## config.mk

```make
export PLATFORM = sky130hd
export DESIGN_NAME = i2c_byte_master_flat
export DESIGN_NICKNAME = d
export VERILOG_FILES = /design/src/rtl/i2c_byte_master_pkg.sv /design/src/rtl/i2c_byte_master_if.sv /design/src/rtl/i2c_byte_master_qtick.sv /design/src/rtl/i2c_byte_master.sv /design/src/flat_wrapper.sv
export SDC_FILE = /design/constraint.sdc
export NUM_CORES = 1
export LEC_CHECK = 0
export CAP_MARGIN = 20
export CELL_PAD_IN_SITES_DETAIL_PLACEMENT = 2
export CELL_PAD_IN_SITES_GLOBAL_PLACEMENT = 2
export CORE_UTILIZATION = 35
export DETAILED_ROUTE_END_ITERATION = 8
export PLACE_DENSITY = 0.82
export REMOVE_ABC_BUFFERS = 1
export SYNTH_ARGS = -nofsm -noshare
export SYNTH_HDL_FRONTEND = slang
export SYNTH_SLANG_ARGS = --single-unit
```

## constraint.sdc

```tcl
create_clock -name clk -period 2.7 [get_ports clk]
set_input_delay 0.54 -clock clk [delete_from_list [all_inputs] [get_ports clk]]
set_output_delay 0.54 -clock clk [all_outputs]
set_load 0.01 [all_outputs]
```

## src/rtl/i2c_byte_master_pkg.sv

```systemverilog
// i2c_byte_master_pkg: shared command encodings, FSM states and decode helper
package i2c_byte_master_pkg;

    typedef enum logic [1:0] {
        CMD_START = 2'b00,
        CMD_WRITE = 2'b01,
        CMD_READ  = 2'b10,
        CMD_STOP  = 2'b11
    } cmd_e;

    typedef enum logic [2:0] {
        S_IDLE,
        S_START,
        S_WR,
        S_RD,
        S_STOP,
        S_RESP
    } state_e;

    function automatic state_e cmd_state(cmd_e c);
        return c == CMD_START ? S_START : c == CMD_WRITE ? S_WR : c == CMD_READ ? S_RD : S_STOP;
    endfunction

endpackage

```

## src/rtl/i2c_byte_master_if.sv

```systemverilog
// i2c_byte_master_if: command/response handshake plus SCL/SDA pad signals
interface i2c_byte_master_if;
    import i2c_byte_master_pkg::*;

    logic       cmd_valid;
    logic       cmd_ready;
    cmd_e       cmd;
    logic [7:0] wdata;
    logic       mack;
    logic       rsp_valid;
    logic [7:0] rdata;
    logic       ack_n;
    logic       err;
    logic       busy;
    logic       scl_o;
    logic       sda_out;
    logic       sda_oe;
    logic       sda_i;

    modport master (
        output cmd_valid, cmd, wdata, mack, sda_i,
        input  cmd_ready, rsp_valid, rdata, ack_n, err, busy, scl_o, sda_out, sda_oe
    );

    modport slave (
        input  cmd_valid, cmd, wdata, mack, sda_i,
        output cmd_ready, rsp_valid, rdata, ack_n, err, busy, scl_o, sda_out, sda_oe
    );

endinterface

```

## src/rtl/i2c_byte_master_qtick.sv

```systemverilog
// i2c_byte_master_qtick: quarter-SCL-period tick generator
module i2c_byte_master_qtick #(
    parameter int CLK_DIV = 250
) (
    input  logic clk,
    input  logic rst_n,
    input  logic en,
    input  logic clr,
    output logic qtick
);
    localparam int W = $clog2(CLK_DIV);
    localparam logic [W-1:0] TC = W'(CLK_DIV - 1);

    logic [W-1:0] cnt;

    assign qtick = en && cnt == TC;

    // count clk cycles within one quarter period, wrapping at the terminal count
    always_ff @(posedge clk or negedge rst_n) begin
        if (!rst_n) cnt <= '0;
        else if (clr || qtick) cnt <= '0;
        else if (en) cnt <= cnt + 1'b1;
    end

endmodule

```

## src/rtl/i2c_byte_master.sv

```systemverilog
// i2c_byte_master: byte-level I2C master engine (START/WRITE/READ/STOP)
module i2c_byte_master
    import i2c_byte_master_pkg::*;
#(
    parameter int CLK_DIV = 250
) (
    input logic               clk,
    input logic               rst_n,
    i2c_byte_master_if.slave  bus
);
    state_e     state, state_n;
    logic [1:0] phase, phase_n;
    logic [3:0] bitc, bit_n;
    logic       held, held_n;
    logic [7:0] wbyte, wbyte_n;
    logic       mack_q, mack_n;
    logic       scl_n, oe_n, out_n;
    logic       qtick, accept, last;

    assign accept        = bus.cmd_valid && state == S_IDLE;
    assign last          = qtick && phase == 2'd3 && (state == S_START || state == S_STOP || bitc == 4'd8);
    assign bus.cmd_ready = state == S_IDLE;
    assign bus.rsp_valid = state == S_RESP;
    assign bus.busy      = state != S_IDLE;

    i2c_byte_master_qtick #(.CLK_DIV(CLK_DIV)) u_qtick (
        .clk   (clk),
        .rst_n (rst_n),
        .en    (bus.busy),
        .clr   (accept),
        .qtick (qtick)
    );

    // next state, slot/phase counters and the pin levels for the coming cycle
    always_comb begin
        state_n = state;
        phase_n = phase;
        bit_n   = bitc;
        held_n  = held;
        wbyte_n = wbyte;
        mack_n  = mack_q;
        if (accept) begin
            state_n = (bus.cmd != CMD_START && !held) ? S_RESP : cmd_state(bus.cmd);
            phase_n = '0;
            bit_n   = '0;
            wbyte_n = bus.wdata;
            mack_n  = bus.mack;
        end else if (state == S_RESP) begin
            state_n = S_IDLE;
        end else if (qtick) begin
            phase_n = phase + 2'd1;
            bit_n   = (phase == 2'd3 && bitc != 4'd8) ? bitc + 4'd1 : bitc;
            state_n = last ? S_RESP : state;
            held_n  = last ? (state == S_START) || (held && state != S_STOP) : held;
        end
        scl_n = 1'b1;
        oe_n  = 1'b0;
        out_n = 1'b1;
        case (state_n)
            S_START: begin
                scl_n = phase_n[0] ^ phase_n[1];
                oe_n  = phase_n[1];
                out_n = !phase_n[1];
            end
            S_WR: begin
                scl_n = phase_n[0] ^ phase_n[1];
                oe_n  = !bit_n[3];
                out_n = bit_n[3] | wbyte_n[~bit_n[2:0]];
            end
            S_RD: begin
                scl_n = phase_n[0] ^ phase_n[1];
                oe_n  = bit_n[3] && mack_n;
                out_n = !(bit_n[3] && mack_n);
            end
            S_STOP: begin
                scl_n = phase_n != 2'd0;
                oe_n  = !phase_n[1];
                out_n = phase_n[1];
            end
            default: begin
                scl_n = !held_n;
                oe_n  = held_n;
                out_n = !held_n;
            end
        endcase
    end

    // FSM state, counters and glitch-free registered pin outputs
    always_ff @(posedge clk or negedge rst_n) begin
        if (!rst_n) begin
            state       <= S_IDLE;
            phase       <= '0;
            bitc        <= '0;
            held        <= 1'b0;
            wbyte       <= '0;
            mack_q      <= 1'b0;
            bus.scl_o   <= 1'b1;
            bus.sda_oe  <= 1'b0;
            bus.sda_out <= 1'b1;
        end else begin
            state       <= state_n;
            phase       <= phase_n;
            bitc        <= bit_n;
            held        <= held_n;
            wbyte       <= wbyte_n;
            mack_q      <= mack_n;
            bus.scl_o   <= scl_n;
            bus.sda_oe  <= oe_n;
            bus.sda_out <= out_n;
        end
    end

    // response status at accept; SDA sampled at the end of the second SCL-high quarter
    always_ff @(posedge clk or negedge rst_n) begin
        if (!rst_n) begin
            bus.rdata <= '0;
            bus.ack_n <= 1'b0;
            bus.err   <= 1'b0;
        end else if (accept) begin
            bus.ack_n <= 1'b0;
            bus.err   <= bus.cmd != CMD_START && !held;
        end else if (qtick && phase == 2'd2) begin
            if (state == S_WR && bitc[3]) bus.ack_n <= bus.sda_i;
            if (state == S_RD && !bitc[3]) bus.rdata <= {bus.rdata[6:0], bus.sda_i};
        end
    end

endmodule
```

## src/flat_wrapper.sv

```systemverilog
// flat-port wrapper written by rule: the top's interface ports become plain ports
module i2c_byte_master_flat import i2c_byte_master_pkg::*;
#(
    parameter int CLK_DIV = 250
)
  (clk, rst_n, bus_cmd_valid, bus_cmd, bus_wdata, bus_mack, bus_sda_i, bus_cmd_ready, bus_rsp_valid, bus_rdata, bus_ack_n, bus_err, bus_busy, bus_scl_o, bus_sda_out, bus_sda_oe);
  i2c_byte_master_if bus_i ();
  input logic clk;
  input logic rst_n;
  input wire logic [$bits(bus_i.cmd_valid)-1:0] bus_cmd_valid;
  input wire logic [$bits(bus_i.cmd)-1:0] bus_cmd;
  input wire logic [$bits(bus_i.wdata)-1:0] bus_wdata;
  input wire logic [$bits(bus_i.mack)-1:0] bus_mack;
  input wire logic [$bits(bus_i.sda_i)-1:0] bus_sda_i;
  output wire logic [$bits(bus_i.cmd_ready)-1:0] bus_cmd_ready;
  output wire logic [$bits(bus_i.rsp_valid)-1:0] bus_rsp_valid;
  output wire logic [$bits(bus_i.rdata)-1:0] bus_rdata;
  output wire logic [$bits(bus_i.ack_n)-1:0] bus_ack_n;
  output wire logic [$bits(bus_i.err)-1:0] bus_err;
  output wire logic [$bits(bus_i.busy)-1:0] bus_busy;
  output wire logic [$bits(bus_i.scl_o)-1:0] bus_scl_o;
  output wire logic [$bits(bus_i.sda_out)-1:0] bus_sda_out;
  output wire logic [$bits(bus_i.sda_oe)-1:0] bus_sda_oe;
  assign bus_i.cmd_valid = bus_cmd_valid;
  assign bus_i.cmd = bus_cmd;
  assign bus_i.wdata = bus_wdata;
  assign bus_i.mack = bus_mack;
  assign bus_i.sda_i = bus_sda_i;
  assign bus_cmd_ready = bus_i.cmd_ready;
  assign bus_rsp_valid = bus_i.rsp_valid;
  assign bus_rdata = bus_i.rdata;
  assign bus_ack_n = bus_i.ack_n;
  assign bus_err = bus_i.err;
  assign bus_busy = bus_i.busy;
  assign bus_scl_o = bus_i.scl_o;
  assign bus_sda_out = bus_i.sda_out;
  assign bus_sda_oe = bus_i.sda_oe;
  i2c_byte_master #(.CLK_DIV(CLK_DIV)) u_core (.clk(clk), .rst_n(rst_n), .bus(bus_i));
endmodule
```

# == Word level (Yosys, flattened, before mapping) ==
# Index checks and enable logic that the tools add are counted.
# op_classes
eq_ne,17
n_shift,0
n_bitwise,4
muxes,31
addsub,3
order_cmp,1
n_reduce_logical,32
n_div,0
multipliers,0
# ops
op,n
3-bit 2-to-1 mux,8
8-bit 2-to-1 mux,3
4-bit 2-to-1 mux,4
3-bit by 2-bit equality test with 1-bit output (second input constant),4
1-bit logical AND,11
2-bit nonzero test,5
3-bit equality test (second input constant),3
1-bit 2-to-1 mux,9
8-bit by 1-bit adder with 8-bit output (second input constant),1
8-bit equality test (second input constant),1
1-bit one-hot mux with 4 select lines,2
2-bit equality test (second input constant),3
3-bit by 1-bit equality test with 1-bit output (second input constant),2
1-bit zero test,6
2-bit 2-to-1 mux,3
4-bit by 1-bit adder with 4-bit output (second input constant),1
4-bit equality test (second input constant),1
1-bit logical OR,4
3-bit by 4-bit < comparator with 1-bit output (second input constant),1
4-bit inequality test (second input constant),1
1-bit binary-select mux with 3-bit select,1
3-bit zero test,1
3-bit inequality test (second input constant),1
3-bit inverter,1
other kinds (11),11
# word_totals
reg_bits,40
latch_bits,0
word_cells,101
mem_bits_ro,0
in_bits,15
out_inout_bits,16
ram_bits,0
mem_count,0

# == Longest topological paths before layout ==
# logic_depth
depth_word,11
mapped_depth,11
ltp_nobuf,10

# == Modules after synthesis ==
# A second synthesis with hierarchy kept.
# hier_totals
hier_cells,232
hier_area_um2,2285.9
# by_module_without_submodules
module,cells_each,seq_area_each_um2,area_per_inst_um2,n_inst
i2c_byte_master,187,803.3,1851.8,1
i2c_byte_master_qtick,45,200.2,434.2,1

# == Worst setup path before layout ==
# No wires, ideal clock.
# synth_timing
path_kind,flip-flop to flip-flop
start,register u_core.bitc[0]
end,register u_core.bus.sda_out
slack_ps,249
stages_incl_launch_ff,12
arrival_ps,2360
t_required_ps,2609
period_less_slack_ps,2451
n_path_buf,2
setup_ps,91
path_cell_list,dfrtp_1 > clkbuf_1 > inv_1 > ha_1 > and3b_1 > clkbuf_2 > a32o_1 > a211o_1 > and2_1 > a221o_1 > a211oi_2 > o211ai_1
# synth_between
elab_chain_cells,11
word_cells_on_any_way,30
classes_between,add/sub: 1; eq/ne: 6; mux: 15; bitwise: 2; reduce/logical: 6
# synth_lines
element,line,text
"start, declared",i2c_byte_master.sv:13,"logic [3:0] bitc, bit_n;"
"start signal, assigned",i2c_byte_master.sv:103,bitc <= bit_n;
"parallel branches: the longest is 4 deep, another holds 4-bit by 1-bit adder with 4-bit output",n/a,
4-bit 2-to-1 mux (*),i2c_byte_master.sv:48,end else if (state == S_RESP) begin
4-bit 2-to-1 mux (*),i2c_byte_master.sv:42,if (accept) begin
named net u_core.bit_n[0],i2c_byte_master.sv:13,
3-bit inverter (*),i2c_byte_master.sv:68,out_n = bit_n[3] | wbyte_n[~bit_n[2:0]];
1-bit binary-select mux with 3-bit select (*),i2c_byte_master.sv:68,
1-bit 2-to-1 mux (implied by the code) (*),i2c_byte_master.sv:68,
1-bit bitwise OR (*),i2c_byte_master.sv:68,
1-bit one-hot mux with 4 select lines (*),i2c_byte_master.sv:59,case (state_n)
named net u_core.out_n,i2c_byte_master.sv:17,"logic scl_n, oe_n, out_n;"
"end signal, assigned",i2c_byte_master.sv:109,bus.sda_out <= out_n;
"end, declared",i2c_byte_master_if.sv:27,"output cmd_ready, rsp_valid, rdata, ack_n, err, busy, scl_o, sda_out, sda_oe"
# Mark *: on every way through the listed nets, which the timed path passes. The select of a mux whose other input is x is not followed.
# A chain may end at the register's enable or synchronous reset.

# == Final worst setup path ==
# layout_timing
start,input bus_cmd[0]
end,register u_core.bus.sda_oe
# layout_between
elab_chain_cells,8
word_cells_on_any_way,15
classes_between,eq/ne: 6; mux: 6; reduce/logical: 3
# layout_lines
element,line,text
"start, declared",flat_wrapper.sv:11,input wire logic [$bits(bus_i.cmd)-1:0] bus_cmd;
2-bit equality test,i2c_byte_master_pkg.sv:21,return c == CMD_START ? S_START : c == CMD_WRITE ? S_WR : c == CMD_READ ? S_RD : S_STOP;
3-bit 2-to-1 mux (3 in a row),i2c_byte_master_pkg.sv:21,
3-bit 2-to-1 mux (*),i2c_byte_master.sv:43,state_n = (bus.cmd != CMD_START && !held) ? S_RESP : cmd_state(bus.cmd);
3-bit 2-to-1 mux (*),i2c_byte_master.sv:42,
named net u_core.state_n[2],i2c_byte_master.sv:11,"state_e state, state_n;"
"3-bit equality test, or another cell as far along",i2c_byte_master.sv:59,
1-bit one-hot mux with 4 select lines (*),i2c_byte_master.sv:59,
named net u_core.oe_n,i2c_byte_master.sv:17,
"end signal, assigned",i2c_byte_master.sv:108,bus.sda_oe <= oe_n;
"end, declared",i2c_byte_master_if.sv:27,
# Mark *: on every way through the listed nets, which the timed path passes. The rest lies on a longest branch.

==> results.yml <==
clocking:
  cts.sinks: 40
  numCtsBuffers: 5
  root_buffer: "clkbuf_8"
  postCtsSetupRepairBufs: 0
  h-tree-depth: 2
  cts_tree: "done"
  clock_tree.buffer_depth: 2
  postCtsHoldBufs: 0
  clk_pin_slew_worst_paths_ns: 0.08
  insertion_delay_ns: 0.29
sta:
  rsz0062_at_grt: "no"
  min_period_ns: 2.562
  finalClockSkew_ns: 0.003891
  tightest_slew_ns: 0.9210
  relSlewSlack_pct: 38.60
  report.final.slew_viol_count: 0
  fin_crit_sh_pct: 94.90
  setup_viol_count_final: 0
  setup_tns_ns: 0
  hold_viol: 0
  max_freq_mhz: 390.3
detailed_routing:
  drcViolationCount: 4
  antenna_left: 0
  drt-initial-drc-count: 45
  wl_um: 6565
  via_per_inst: 5.422
  wl_per_cell_um: 18.24
  drtPass1Iterations: 6
  via_count: 1952
critical_path:
  crit_fanout: 3
  worstSetupEndpointType: "register"
  critPathTopFamily: "simple AND/OR/NAND/NOR gates"
  path_buf_inv: 3
  startpoint_type: "input port"
  arrival_ns: 2.75
  criticalPathCategory: "in2reg"
  critPathMaxStageDelay_ns: 0.49
  slowest_stage: "clkdlybuf4s50_1"
  crit_chain: "clkdlybuf4s50_1 -> inv_1 -> ha_1 -> or2_2 -> a221oi_1 -> a21oi_2 -> inv_1 -> nor2_1 -> nor4b_2 -> a211oi_2 -> a21boi_2"
  worstPathRequired_ns: 2.88
  cp_common_cell: "inv_1"
logic_synthesis:
  synth_edf_count: 0
  ys.flop_type: "dfrtp_1"
  ys_types: 66
  ys_seq_area_share_pct: 42.64
  ys_warn_count: 0
  synthArstFlopShare_pct: 100.0
  syn-cell-area_um2: 2354
  synth_seq_cells: 40
  syn_avg_cell_area_um2: 10.06
  postSynthCellCount: 234
floorplan:
  die_w_um: 84
  die_height_um: 84
  dieArea_um2: 7056
  initial_core_util_pct: 36.65
  rows: 29
  num_io_pins: 31
  core_area_um2: 6422
run_status:
  outcome: "finished, violations left"
  violations: "DRC"
cells_and_area:
  n_fill_cell: 695
  drive_above_1_share_pct: 22.61
  most-common-layout-cells: "dfrtp_1, nand2_1, clkdlybuf4s50_1"
  nets: 307
  area_growth_pct: 25.52
  final_common_cell: "dfrtp_1"
  antenna_cells: 0
  finalCoreUtilization_pct: 46.00
flow_run:
  maxCapViolations: 0
global_route:
  grt_pass1_vias: 2167
  grt_antenna_before_repair: 0
  overflow: 0
  grt_use_total_pct: 20.71
  grt_max_degree: 41
  grt_first_pass_wirelength_um: 11360
min_path:
  hold_path_class: "in2async"
power:
  powerDensity_nw_per_um2: 800.6
  power.leakage_nw: 1.365
  peakVddDrop_v: 0.0003439
placed_design:
  gp_congestion: 0.8356
  io_buffers: 30
  dp_hpwl_um: 4966
-- final cells by class --
cell class | instances | area [um2] | share of cell area (%)
sequential | 40 | 1003 | 33.97
clock inverter | 2 | 10.01 | 0.3388
clock buffer | 6 | 82.58 | 2.795
tap | 77 | 96.34 | 3.261
multi-input combinational | 170 | 1260 | 42.65
inverter | 15 | 56.30 | 1.906
timing repair buffer | 50 | 445.4 | 15.08
-- flip-flops by register name, indices dropped and copies added (netlist names) --
name / count
u_core.state: 3
u_core.bus.scl_o: 1
u_core.held: 1
u_core.mack_q: 1
u_core.phase: 2
u_core.wbyte: 8
u_core.bus.rdata: 8
u_core.bus.err: 1
u_core.bus.ack_n: 1
u_core.bitc: 4
u_core.bus.sda_out: 1
u_core.u_qtick.cnt: 8
u_core.bus.sda_oe: 1
-- kinds of logic after synthesis --
logic type | synth area share [%]
compound gates | 14.57
xor+xnor | 2.233
fa+ha+maj | 5.316
buf+inv | 4.890
flops | 42.64
mux | 7.815
simple gates | 22.54
-- final timing paths --
path | from | to | slack [ns] | depth (start not counted)
max | bus_cmd[0] | u_core.bus.sda_oe | 0.14 | 11
min | rst_n | u_core.u_qtick.cnt[3] | 0.37 | 1
max reg2reg | u_core.u_qtick.cnt[1] | u_core.bus.sda_out | 0.17 | 9
min reg2reg | u_core.mack_q | u_core.mack_q | 0.48 | 2
max in group asynchronous | rst_n | u_core.bitc[0] | 1.76 | 1
min in group clk | u_core.mack_q | u_core.mack_q | 0.48 | 2
-- routing by layer --
layer | share of wire (%) | vias to the layer above | GRT usage (%) | wire [um]
li1 | - | 921 | - | -
met4 | 1.1 | 0 | 7.053 | 71
met1 | 46 | 992 | 26.60 | 3007
met2 | 50 | 32 | 34.95 | 3298
met5 | 0 | - | 0 | 0
met3 | 2.9 | 7 | 3.759 | 189
-- worst register-to-register path, delay by kind of cell (launching register included) --
family                   cells  cell delay (ns)
AO/OA/AOI/OAI                2             0.27
adder cells (fa/ha/maj)      1             0.17
buffers and inverters        1             0.07
flip-flops                   1             0.41
multiplexers                 1             0.35
AND/OR/NAND/NOR              4             1.20
-- through the flow --
step | instances | worst slack (ns) | hold WS (ns) | total power [mW] | instance area [um2]
6_report | 360 | 0.1377 | 0.3742 | 2.365 | 2954
5_1_grt | 360 | 0.009412 | 0.4300 | 2.542 | 2954
4_1_cts | 360 | 0.09561 | 0.4066 | 2.381 | 2929
3_5_place_dp | 352 | -0.1875 | 0.4632 | 1.947 | 2836
3_3_place_gp | 352 | -0.06339 | 0.4595 | 1.897 | 2836
2_1_floorplan | 225 | 0.3837 | 0.2444 | 1.512 | 2295
-- what timing repair did --
action	CTS	global route
hold endpoints to repair	0	0
resized for setup	0	5
setup endpoints to repair	0	2
-- cells in the mapped netlist, drive strengths merged (3+ instances only) --
master / number / area (um2)
a211oi: 5 / 47.54
a21o: 3 / 22.52
a21oi: 8 / 47.55
and3: 5 / 31.28
buf: 5 / 42.53
clkbuf: 4 / 16.26
dfrtp: 38 / 950.9
ha: 10 / 125.1
inv: 15 / 56.30
mux2: 10 / 120.1
mux2i: 6 / 63.81
nand2: 34 / 130.1
nand2b: 3 / 18.77
nand3b: 3 / 26.27
nand4: 8 / 50.05
nor2: 18 / 67.56
nor3: 5 / 36.29
o21ai: 8 / 43.79
xor2: 5 / 43.79
-- where the power goes --
group	total, mW	internal (mW)	switching (mW)
clock	0.419	0.204	0.215
combinational	0.989	0.482	0.507
sequential	0.957	0.771	0.186
No activity file was read; power rests on OpenSTA's default activity.
